File: config.mk
export PLATFORM = sky130hd
export DESIGN_NAME = cpu_run_sequencer_flat
export DESIGN_NICKNAME = d
export VERILOG_FILES = /design/src/rtl/cpu_run_sequencer_if.sv /design/src/rtl/cpu_run_sequencer.sv /design/src/flat_wrapper.sv
export SDC_FILE = /design/constraint.sdc
export NUM_CORES = 1
export LEC_CHECK = 0
export ABC_AREA = 1
export CAP_MARGIN = 0
export CORE_ASPECT_RATIO = 0.9
export CORE_MARGIN = 1
export CORE_UTILIZATION = 35
export CTS_CLUSTER_DIAMETER = 100
export DETAILED_ROUTE_END_ITERATION = 8
export PLACE_DENSITY = 0.62
export SYNTH_ARGS = -nofsm -noshare
export SYNTH_HDL_FRONTEND = slang
export SYNTH_SLANG_ARGS = --single-unit
File: constraint.sdc
create_clock -name clk_i -period 1.9 [get_ports clk_i]
set_input_delay 0.57 -clock clk_i [delete_from_list [all_inputs] [get_ports clk_i]]
set_output_delay 0.57 -clock clk_i [all_outputs]
set_load 0.05 [all_outputs]
File: src/rtl/cpu_run_sequencer_if.sv
// CPU run-control bundle between the software control register, the SPI bus master and the 6502 pads.
`default_nettype none

interface cpu_run_sequencer_if;
  logic cpu_en_i;
  logic cpu_rw_i;
  logic ctl_res_i;
  logic ctl_ready_i;
  logic spi_req_i;
  logic spi_grant_o;
  logic cpu_res_o;
  logic cpu_ready_o;
  logic cpu_halted_o;

  modport master (
    output cpu_en_i, cpu_rw_i, ctl_res_i, ctl_ready_i, spi_req_i,
    input  spi_grant_o, cpu_res_o, cpu_ready_o, cpu_halted_o
  );

  modport slave (
    input  cpu_en_i, cpu_rw_i, ctl_res_i, ctl_ready_i, spi_req_i,
    output spi_grant_o, cpu_res_o, cpu_ready_o, cpu_halted_o
  );
endinterface

`default_nettype wire

File: src/rtl/cpu_run_sequencer.sv
// 6502 RES/RDY sequencer: stretches software reset, stops the CPU on a read cycle
// and hands the bus to the SPI master only once the CPU is halted.
`default_nettype none

module cpu_run_sequencer #(
  parameter int RES_CYCLES = 8
) (
  input  wire logic           clk_i,
  input  wire logic           reset_n_i,
  cpu_run_sequencer_if.slave  bus
);

  localparam int CNT_W = $clog2(RES_CYCLES + 1);

  typedef enum logic [1:0] {
    ST_RESET    = 2'd0,
    ST_RUN      = 2'd1,
    ST_STOPPING = 2'd2,
    ST_STOPPED  = 2'd3
  } state_t;

  state_t           state_q, state_d;
  logic [CNT_W-1:0] res_cnt_q, res_cnt_d;
  logic             cpu_res_q, cpu_res_d;
  logic             cpu_ready_q, cpu_ready_d;
  logic             cpu_halted_q, cpu_halted_d;
  logic             spi_grant_q, spi_grant_d;
  logic             run_ok;

  // The CPU may only resume once SPI has both dropped its request and lost the grant.
  assign run_ok = bus.ctl_ready_i && !bus.spi_req_i && !spi_grant_q;

  always_comb begin
    res_cnt_d = res_cnt_q;
    if (bus.ctl_res_i) begin
      res_cnt_d = CNT_W'(RES_CYCLES);
    end else if (bus.cpu_en_i && (res_cnt_q != '0)) begin
      res_cnt_d = res_cnt_q - CNT_W'(1);
    end
  end

  always_comb begin
    state_d = state_q;
    if (bus.ctl_res_i) begin
      state_d = ST_RESET;
    end else begin
      case (state_q)
        ST_RESET: begin
          if (res_cnt_q == '0) begin
            state_d = run_ok ? ST_RUN : ST_STOPPED;
          end
        end
        ST_RUN: begin
          if (!bus.ctl_ready_i || bus.spi_req_i) begin
            state_d = ST_STOPPING;
          end
        end
        // RDY is ignored on write cycles, so wait for the first read to be stalled.
        ST_STOPPING: begin
          if (bus.cpu_en_i && bus.cpu_rw_i) begin
            state_d = ST_STOPPED;
          end
        end
        ST_STOPPED: begin
          if (run_ok) begin
            state_d = ST_RUN;
          end
        end
        default: state_d = ST_RESET;
      endcase
    end
  end

  // Outputs are decoded from the next state so they register on the same edge as the state.
  always_comb begin
    cpu_res_d    = (state_d == ST_RESET);
    cpu_ready_d  = (state_d == ST_RUN);
    cpu_halted_d = (state_d == ST_RESET) || (state_d == ST_STOPPED);
    spi_grant_d  = spi_grant_q ? bus.spi_req_i : (cpu_halted_q && bus.spi_req_i);
  end

  always_ff @(posedge clk_i or negedge reset_n_i) begin
    if (!reset_n_i) begin
      state_q      <= ST_RESET;
      res_cnt_q    <= CNT_W'(RES_CYCLES);
      cpu_res_q    <= 1'b1;
      cpu_ready_q  <= 1'b0;
      cpu_halted_q <= 1'b1;
      spi_grant_q  <= 1'b0;
    end else begin
      state_q      <= state_d;
      res_cnt_q    <= res_cnt_d;
      cpu_res_q    <= cpu_res_d;
      cpu_ready_q  <= cpu_ready_d;
      cpu_halted_q <= cpu_halted_d;
      spi_grant_q  <= spi_grant_d;
    end
  end

  assign bus.cpu_res_o    = cpu_res_q;
  assign bus.cpu_ready_o  = cpu_ready_q;
  assign bus.cpu_halted_o = cpu_halted_q;
  assign bus.spi_grant_o  = spi_grant_q;

endmodule

`default_nettype wire

File: src/flat_wrapper.sv
// flat-port wrapper written by rule: the top's interface ports become plain ports
module cpu_run_sequencer_flat 
#(
  parameter int RES_CYCLES = 8
)
  (clk_i, reset_n_i, bus_cpu_en_i, bus_cpu_rw_i, bus_ctl_res_i, bus_ctl_ready_i, bus_spi_req_i, bus_spi_grant_o, bus_cpu_res_o, bus_cpu_ready_o, bus_cpu_halted_o);
  cpu_run_sequencer_if bus_i ();
  input  wire logic clk_i;
  input  wire logic reset_n_i;
  input wire logic [$bits(bus_i.cpu_en_i)-1:0] bus_cpu_en_i;
  input wire logic [$bits(bus_i.cpu_rw_i)-1:0] bus_cpu_rw_i;
  input wire logic [$bits(bus_i.ctl_res_i)-1:0] bus_ctl_res_i;
  input wire logic [$bits(bus_i.ctl_ready_i)-1:0] bus_ctl_ready_i;
  input wire logic [$bits(bus_i.spi_req_i)-1:0] bus_spi_req_i;
  output wire logic [$bits(bus_i.spi_grant_o)-1:0] bus_spi_grant_o;
  output wire logic [$bits(bus_i.cpu_res_o)-1:0] bus_cpu_res_o;
  output wire logic [$bits(bus_i.cpu_ready_o)-1:0] bus_cpu_ready_o;
  output wire logic [$bits(bus_i.cpu_halted_o)-1:0] bus_cpu_halted_o;
  assign bus_i.cpu_en_i = bus_cpu_en_i;
  assign bus_i.cpu_rw_i = bus_cpu_rw_i;
  assign bus_i.ctl_res_i = bus_ctl_res_i;
  assign bus_i.ctl_ready_i = bus_ctl_ready_i;
  assign bus_i.spi_req_i = bus_spi_req_i;
  assign bus_spi_grant_o = bus_i.spi_grant_o;
  assign bus_cpu_res_o = bus_i.cpu_res_o;
  assign bus_cpu_ready_o = bus_i.cpu_ready_o;
  assign bus_cpu_halted_o = bus_i.cpu_halted_o;
  cpu_run_sequencer #(.RES_CYCLES(RES_CYCLES)) u_core (.clk_i(clk_i), .reset_n_i(reset_n_i), .bus(bus_i));
endmodule
Word level (Yosys, flattened, before mapping)
Cells that the tools add are included.
- add/sub/neg operators: 1
- equality and inequality tests: 5
- multiplexer cells: 10
- reductions and logical operators: 15
- operator list (operator ; count):
    $mux 2 ; 6
    $mux 4 ; 2
    $pmux 2 s4 ; 1
    $eq 2x2->1 const B ; 3
    $logic_and 1x1->1 ; 5
    $eq 2x1->1 const B ; 2
    $logic_not 2->1 ; 2
    $logic_not 4->1 ; 1
    $reduce_bool 4->1 ; 1
    $sub 4x1->4 const B ; 1
    $logic_not 1->1 ; 3
    $logic_or 1x1->1 ; 2
    $reduce_bool 2->1 ; 1
    $mux 1 ; 1
- register bits: 10
- bits of input ports: 7
- output and inout bits: 4
- word-level logic and storage cells: 37

Logic depth before layout (Yosys ltp)
Gate-level depths: netlist of run 1.
- word-level depth: 9
- gate-level depth with buffers: 9
- depth with buffers taken out: 9

Least setup slack after synthesis of run 1
Ideal clock, no wire load.
- path kind: register to register
- start point: register u_core.spi_grant_q (netlist: u_core.bus.spi_grant_o)
- end point: register u_core.cpu_halted_q (netlist: u_core.bus.cpu_halted_o)
- library setup time: 0.058 ns
- data arrival time: 1.330 ns
- data required time: 1.842 ns
- setup slack: 0.512 ns
- stages on the path, launching flop included: 8
- buffers on the path: 0
- period minus slack after synthesis: 1.388 ns
- cell sequence: dfrtp_1 nand2_1 nand3_1 nand2_1 nor2_2 inv_1 ha_1 inv_1
- longest elaborated chain between the ends: 8
- elaborated cells on any way between the ends: 10
- classes of those cells: eq/ne (1); mux (5); reduce/logical (4)
- ends and longest elaborated chain (item ; line ; text):
    start: declaration ; cpu_run_sequencer.sv:27 ; logic spi_grant_q, spi_grant_d;
    start signal: assignment ; cpu_run_sequencer.sv:96 ; spi_grant_q <= spi_grant_d;
    $logic_not 1->1 * ; cpu_run_sequencer.sv:31 ; assign run_ok = bus.ctl_ready_i && !bus.spi_req_i && !spi_grant_q;
    $logic_and 1x1->1 * ; cpu_run_sequencer.sv:31 ;
    $mux 2 ; cpu_run_sequencer.sv:50 ; state_d = run_ok ? ST_RUN : ST_STOPPED;
    $mux 2 ; cpu_run_sequencer.sv:49 ; if (res_cnt_q == '0) begin
    $pmux 2 s4 * ; cpu_run_sequencer.sv:47 ; case (state_q)
    $mux 2 * ; cpu_run_sequencer.sv:44 ; if (bus.ctl_res_i) begin
    net u_core.state_d[1] ; cpu_run_sequencer.sv:22 ; state_t state_q, state_d;
    $eq 2x2->1 / $logic_not 2->1 (equally long branches) ; cpu_run_sequencer.sv:78 ; cpu_halted_d = (state_d == ST_RESET) || (state_d == ST_STOPPED);
    $logic_or 1x1->1 * ; cpu_run_sequencer.sv:78 ;
    net u_core.cpu_halted_d ; cpu_run_sequencer.sv:26 ; logic cpu_halted_q, cpu_halted_d;
    end signal: assignment ; cpu_run_sequencer.sv:95 ; cpu_halted_q <= cpu_halted_d;
    end: declaration ; cpu_run_sequencer.sv:26 ;
Mark *: on every way through the listed nets, which the timed path passes. The rest lies on a longest branch.
A chain may end at the register's enable or synchronous reset.

Worst setup path after layout of run 1
- start point: input port bus_ctl_ready_i
- end point: register u_core.cpu_halted_q (netlist: u_core.bus.cpu_halted_o)
- longest elaborated chain between the ends: 8
- elaborated cells on any way between the ends: 13
- classes of those cells: eq/ne (1); mux (6); reduce/logical (6)
- ends and longest elaborated chain (item ; line ; text):
    start: declaration ; flat_wrapper.sv:13 ; input wire logic [$bits(bus_i.ctl_ready_i)-1:0] bus_ctl_ready_i;
    $logic_and 1x1->1 (2 in a row) ; cpu_run_sequencer.sv:31 ;
    $mux 2 ; cpu_run_sequencer.sv:50 ;
    $mux 2 ; cpu_run_sequencer.sv:49 ;
    $pmux 2 s4 * ; cpu_run_sequencer.sv:47 ;
    $mux 2 * ; cpu_run_sequencer.sv:44 ;
    net u_core.state_d[1] ; cpu_run_sequencer.sv:22 ;
    $eq 2x2->1 / $logic_not 2->1 (equally long branches) ; cpu_run_sequencer.sv:78 ;
    $logic_or 1x1->1 * ; cpu_run_sequencer.sv:78 ;
    net u_core.cpu_halted_d ; cpu_run_sequencer.sv:26 ;
Marks and branches as above.

==> results of run 1 <==
critical path: cells and delay by family:
family                     cells  cell delay [ns]
and+or+nand+nor                4             0.35
adders and majority gates      1             0.22
buffers and inverters          4             0.63
sequential cells by signal, indices dropped and copies added, names as in the netlist:
register                 flops
u_core.bus.cpu_halted_o      1
u_core.bus.cpu_ready_o       1
u_core.bus.spi_grant_o       1
u_core.state_q               2
u_core.res_cnt_q             4
u_core.bus.cpu_res_o         1
final timing paths:
path / startpoint / endpoint / slack, ns / cells after the start
max in group asynchronous: reset_n_i / u_core.bus.cpu_halted_o / 0.95 / 1
worst max-delay path: bus_ctl_ready_i / u_core.bus.cpu_halted_o / 0.34 / 9
worst max register to register: u_core.res_cnt_q[0] / u_core.bus.cpu_halted_o / 0.42 / 9
worst min-delay path: u_core.res_cnt_q[3] / u_core.res_cnt_q[3] / 0.51 / 2
min in group asynchronous: reset_n_i / u_core.bus.cpu_ready_o / 0.62 / 1
worst min register to register: u_core.res_cnt_q[3] / u_core.res_cnt_q[3] / 0.51 / 2
cell families after synthesis:
logic type | after synthesis | synth area share
and+or+nand+nor | 37 | 0.318
buffers and inverters | 14 | 0.0955
DFF | 10 | 0.461
AOI/OAI and AO/OA | 3 | 0.0409
adders and majority gates | 3 | 0.0682
xor gates and xnor gates | 1 | 0.0159
where the power goes:
| part | switching [W] | leakage [nW] | total (W) | internal, W |
|---|---|---|---|---|
| Clock | 0.0000683 | 0.0210 | 0.000185 | 0.000116 |
| Combinational | 0.000316 | 0.248 | 0.000542 | 0.000226 |
| Sequential | 0.0000696 | 0.123 | 0.000384 | 0.000315 |
| Total | 0.000454 | 0.392 | 0.00111 | 0.000656 |
cells in the final DEF (no fill, tap or decap), drive strengths merged:
master and n:
nand2 20, inv 14, nor2 9, nand3 7, dfrtp 7, clkdlybuf4s50 6, buf 6, clkbuf 4
ha 3, dfstp 3, o21ai 2, a21oi 1, nand4 1, xor2 1
through the flow:
stage / power, W / hold slack, ns / worst slack, ns / instances
6_report: 0.00111 / 0.511 / 0.337 / 99
4_1_cts: 0.00112 / 0.513 / 0.323 / 99
3_3_place_gp: 0.000918 / 0.498 / 0.0899 / 95
5_1_grt: 0.00120 / 0.536 / 0.188 / 99
3_5_place_dp: 0.000925 / 0.503 / 0.0552 / 95
2_1_floorplan: 0.000752 / 0.274 / 0.512 / 68
per-layer routing:
layer / vias up / part of all wire / track usage
met4: 0 / 0.027 / 0.0703
li1: 239 / - / -
met3: 4 / 0.035 / 0.0276
met2: 8 / 0.39 / 0.168
met1: 193 / 0.54 / 0.176
met5: - / 0 / 0
cell type report:
cell class / instances / share of cell area
Sequential cell: 10 / 0.345
Multi-Input combinational cell: 44 / 0.332
Timing Repair Buffer: 12 / 0.177
Inverter: 14 / 0.0714
Clock buffer: 4 / 0.0493
Tap cell: 15 / 0.0255
==> metrics.csv, run 1 <==
stage,metric,value,unit
synthesis,Synth Cell Area,551,µm²
setup_path,CP arrival,1.77,ns
placement,GP Congestion,0.724,
sta,clk_skew,0.00234,ns
grt,pin count of the biggest net entering global routing,11,
synthesis,Post-synth top flop,dfrtp_1,
sta,Slew @ Worst Pin,0.433,ns
detailed_routing,vias,444,
power,PD cells,1510,nW/µm²
placement,I/O Buffers,10,
detailed_routing,drt drc,0,
floorplan,I/O Pins,11,
sta,period utilization,0.823,
setup_path,crit path cell chain,clkdlybuf4s50_1 -> inv_1 -> nor2_1 -> nand3_1 -> nand2_1 -> nor2_2 -> inv_1 -> ha_1 -> inv_1,
setup_path,most frequent CP cell,inv_1,
grt,vias in the first global route,376,
setup_path,kind of critical path,primary input to register,
grt,initial antenna violation count,0,
detailed_routing,vias per cell,4.48,
cells_and_area,Antenna Cells,0,
floorplan,core box area,1460,µm²
run,Max Cap Violations,0,
synthesis,register area share after synthesis,0.461,
clocking,CTS Buf Count,3,
sta,max-slew violation count,0,
setup_path,CP peak stage delay,0.48,ns
floorplan,Initial Utilization,0.376,
detailed_routing,DRT Wirelength,887,µm
synthesis,post-synthesis async set-or-reset flop share,1.00,
cells_and_area,area of the multi-input gates,244,µm²
grt,grt ovf,0,
synthesis,most area-consuming cells after synthesis,"dfrtp_1, dfstp_2, nand2_1, inv_1, ha_1",
synthesis,most common cell in the synthesized netlist,nand2_1,
clocking,clk slew on worst S/H paths,0.06,ns
synthesis,Mapped Avg Cell Area,8.10,µm²
sta,slew margin rel.,0.710,
status,status,"complete, no violations",
synthesis,Syn Inst Count,68,
detailed_routing,first drt pass iteration count,4,
synthesis,Yosys warnings,0,
detailed_routing,DR WL/cell,8.96,µm
clocking,H-tree Lvls,1,
synthesis,Syn Nets,78,
sta,Setup TNS,0,ns
cells_and_area,post-route cell area,736,µm²
placement,Post-DP HPWL,715,µm
clocking,post_cts resized,0,
grt,first-pass GRT wire length,1.48,mm
setup_path,Crit Path Max Fanout,2,
setup_path,"Req. time, crit path",2.11,ns
clocking,Hold Buf Count CTS,0,
clocking,post-CTS setup buffers,0,
detailed_routing,DR iter-0 viols,11,
setup_path,crit path capture type,register,
clocking,later-pin clock latency in the skew report,0.26,ns
clocking,Clock Path Buffers,2,
setup_path,Critical Path Start Type,primary input,
cells_and_area,area delta synth->final,33.6,%
clocking,CTS root buf,clkbuf_4,
setup_path,CP max-delay cell,clkdlybuf4s50_1,
min_path,Hold Crit Class,register to register,
synthesis,synthesis-stage register bit count,10,
detailed_routing,Final ANT Viol Nets,0,
sta,minimum clock period,1.56,ns
clocking,CTS tree,yes,
cells_and_area,fillers,138,
cells_and_area,layout cell share with drive strength beyond 1,0.274,
floorplan,row count,13,
synthesis,Synth top area share,0.318,
power,Pleak,0.392,nW
power,Peak VDD IR,579,µV
placement,Placement Cell Area,699,µm²
sta,fmax,0.640,GHz
sta,"Hold Vio Cnt, Final",0,
synthesis,Post-synth EDFFs,0,
sta,RSZ-0062 raised after global routing,false,
synthesis,post-synthesis cell type count,15,
sta,Final Setup Violations,0,
grt,Total GRT Usage,0.123,
clocking,clock sink total,10,
floorplan,overall die area,1740,µm²
cells_and_area,register area,254,µm²
floorplan,height of the die,39.6,µm
cells_and_area,final core occ,0.503,
synthesis,leading area contributor after synthesis,dfrtp_1,
cells_and_area,fin nets,95,
floorplan,Die Width,43.8,µm
synthesis,list of most frequent post-synthesis cells,"nand2_1, inv_1, dfrtp_1, nand3_1, nor2_1",
Note: power is estimated with default switching activity, not from simulation.
==> run 2, diff against run 1 <==
clock period = 1.6 ns   (was 1.9 ns; I/O delays follow)
==> metrics.csv, run 2 (synthesis gave the netlist of run 1 again) <==
stage,metric,value,unit,change
status,status,"complete, no violations",,
clocking,Clock Path Buffers,2,,unchanged
cells_and_area,fin nets,100,,+5.3%
cells_and_area,layout cell share with drive strength beyond 1,0.315,,+0.0408
sta,fmax,0.687,GHz,
setup_path,Crit Path Max Fanout,2,,unchanged
detailed_routing,DR WL/cell,9.96,µm,+11%
clocking,clk slew on worst S/H paths,0.07,ns,about the same
detailed_routing,Final ANT Viol Nets,0,,unchanged
sta,Final Setup Violations,0,,unchanged
clocking,H-tree Lvls,1,,unchanged
detailed_routing,vias,463,,+4.3%
sta,Slew @ Worst Pin,0.446,ns,+0.0129 ns
power,Pleak,0.423,nW,+7.8%
cells_and_area,area delta synth->final,45.0,%,
sta,slew margin rel.,0.701,,-0.00863
grt,vias in the first global route,410,,+9.0%
setup_path,"Req. time, crit path",1.81,ns,-0.30 ns
clocking,CTS tree,yes,,
floorplan,height of the die,39.6,µm,unchanged
cells_and_area,top flop regs,"u_core.res_cnt_q: 4 flops, u_core.state_q: 2 flops",,
min_path,Hold Crit Class,primary input to asynchronous set/reset pin,,
clocking,CTS Buf Count,3,,unchanged
power,Clk pwr share,0.162,,-0.004
grt,first-pass GRT wire length,1.77,mm,+20%
detailed_routing,vias per cell,4.45,,-0.73%
grt,grt ovf,0,,unchanged
placement,I/O Buffers,10,,unchanged
placement,Place WS,-0.135,ns,-0.190 ns
power,PD cells,1760,nW/µm²,+17%
power,Tot Pwr,0.00141,W,+27%
placement,Post-DP HPWL,844,µm,+18%
grt,Total GRT Usage,0.152,,+0.0282
sta,minimum clock period,1.45,ns,
power,Sw Share,0.409,,about the same
clocking,later-pin clock latency in the skew report,0.27,ns,about the same
detailed_routing,first drt pass iteration count,4,,unchanged
floorplan,I/O Pins,11,,unchanged
clocking,post_cts resized,0,,unchanged
floorplan,overall die area,1740,µm²,unchanged
power,sequential power share,0.330,,-0.016
cells_and_area,most frequent cells in the layout,"nand2_1, inv_1, nand3_1, buf_4, dfrtp_1",,
run,Max Cap Violations,0,,unchanged
cells_and_area,Antenna Cells,0,,unchanged
setup_path,CP arrival,1.66,ns,-0.11 ns
placement,GP Congestion,0.726,,+0.29%
detailed_routing,DR iter-0 viols,10,,-1
setup_path,crit path capture type,register,,
sta,RSZ-0062 raised after global routing,false,,
floorplan,row count,13,,unchanged
clocking,post-CTS setup buffers,0,,unchanged
power,Peak VDD IR,902,µV,+56%
power,P_sw,0.000576,W,+27%
cells_and_area,max reg flops,4,,unchanged
clocking,clock sink total,10,,unchanged
detailed_routing,drt drc,0,,unchanged
clocking,Hold Buf Count CTS,0,,unchanged
sta,Final Worst Setup Slack,0.145,ns,-0.192 ns
floorplan,core box area,1460,µm²,unchanged
floorplan,Die Width,43.8,µm,unchanged
cells_and_area,fillers,134,,-2.9%
cells_and_area,register area,254,µm²,unchanged
detailed_routing,DRT Wirelength,1.04,mm,+17%
sta,period utilization,0.909,,
cells_and_area,largest register by flop count,u_core.res_cnt_q,,
cells_and_area,area of the multi-input gates,244,µm²,unchanged
floorplan,Initial Utilization,0.376,,unchanged
sta,clk_skew,0.00657,ns,+0.00423 ns
power,combinational group share of total power,0.508,,+0.020
sta,max-slew violation count,0,,unchanged
setup_path,Critical Path Start Type,primary input,,
power,P_int,0.000832,W,+27%
cells_and_area,"commonest non-fill, non-tap cell in the layout",nand2_1,,
grt,initial antenna violation count,0,,unchanged
setup_path,kind of critical path,primary input to register,,
sta,"Hold Vio Cnt, Final",0,,unchanged
clocking,CTS root buf,clkbuf_4,,
sta,hold_ws,0.516,ns,+0.00500 ns
grt,pin count of the biggest net entering global routing,11,,unchanged
==> run 2: changes by cell type in the layout (fill, tap and decap cells not counted) <==
cell	change
buf_12	+2
buf_4	+3
==> run 2: worst paths after layout <==
path,start,to,slack (ns),cells after the start
min reg2reg,u_core.res_cnt_q[3],u_core.res_cnt_q[3],0.52,2
min in group clk_i,u_core.res_cnt_q[3],u_core.res_cnt_q[3],0.52,2
min,reset_n_i,u_core.bus.spi_grant_o,0.52,1
max,bus_ctl_ready_i,u_core.bus.cpu_halted_o,0.15,9
max reg2reg,u_core.res_cnt_q[1],u_core.bus.cpu_halted_o,0.16,9
max in group asynchronous,reset_n_i,u_core.bus.cpu_res_o,0.74,1
==> run 2: per-layer routing <==
layer  wire, µm  track usage  up-vias
li1           -            -      249
met1        527        0.197      204
met2        461        0.235        8
met3         34       0.0553        2
met4         13       0.0469        0
met5          0            0        -
==> run 2: critical path: stages <==
cell and delay, ns:
clkdlybuf4s50_1 0.47, inv_1 0.04, nor2_1 0.11, nand3_1 0.08, nand2_1 0.11, nor2_2 0.04, inv_1 0.05, ha_1 0.22
inv_1 0.06
==> run 2: per-stage QoR <==
stage	utilization	instance area, µm²	std cells	setup TNS (ns)
finish	0.545	798	104	0
global route	0.545	798	104	0
CTS	0.545	798	104	0
detailed placement	0.521	762	100	-0.168
global placement	0.521	762	100	-0.117
floorplan	-	551	68	0
==> run 2: final cells by class <==
type / instances / area share
Tap cell: 15 / 0.0235
Timing Repair Buffer: 17 / 0.241
Sequential cell: 10 / 0.318
Multi-Input combinational cell: 44 / 0.306
Inverter: 14 / 0.0658
Clock buffer: 4 / 0.0455
==> run 2: power groups by stage <==
stage                     logic [W]  registers [W]  clock network, W
after detailed placement   0.000719       0.000469                 0
after floorplan            0.000349       0.000544                 0
after CTS                  0.000722       0.000465          0.000240
after global routing       0.000790       0.000476          0.000262
final                      0.000716       0.000465          0.000227
after global placement     0.000702       0.000462                 0
==> run 3, diff against run 2 <==
SKIP_CTS_REPAIR_TIMING = 1   (was not set)
==> results of run 3 <==
Final layout, timing and power as in run 2 (identical DEF).
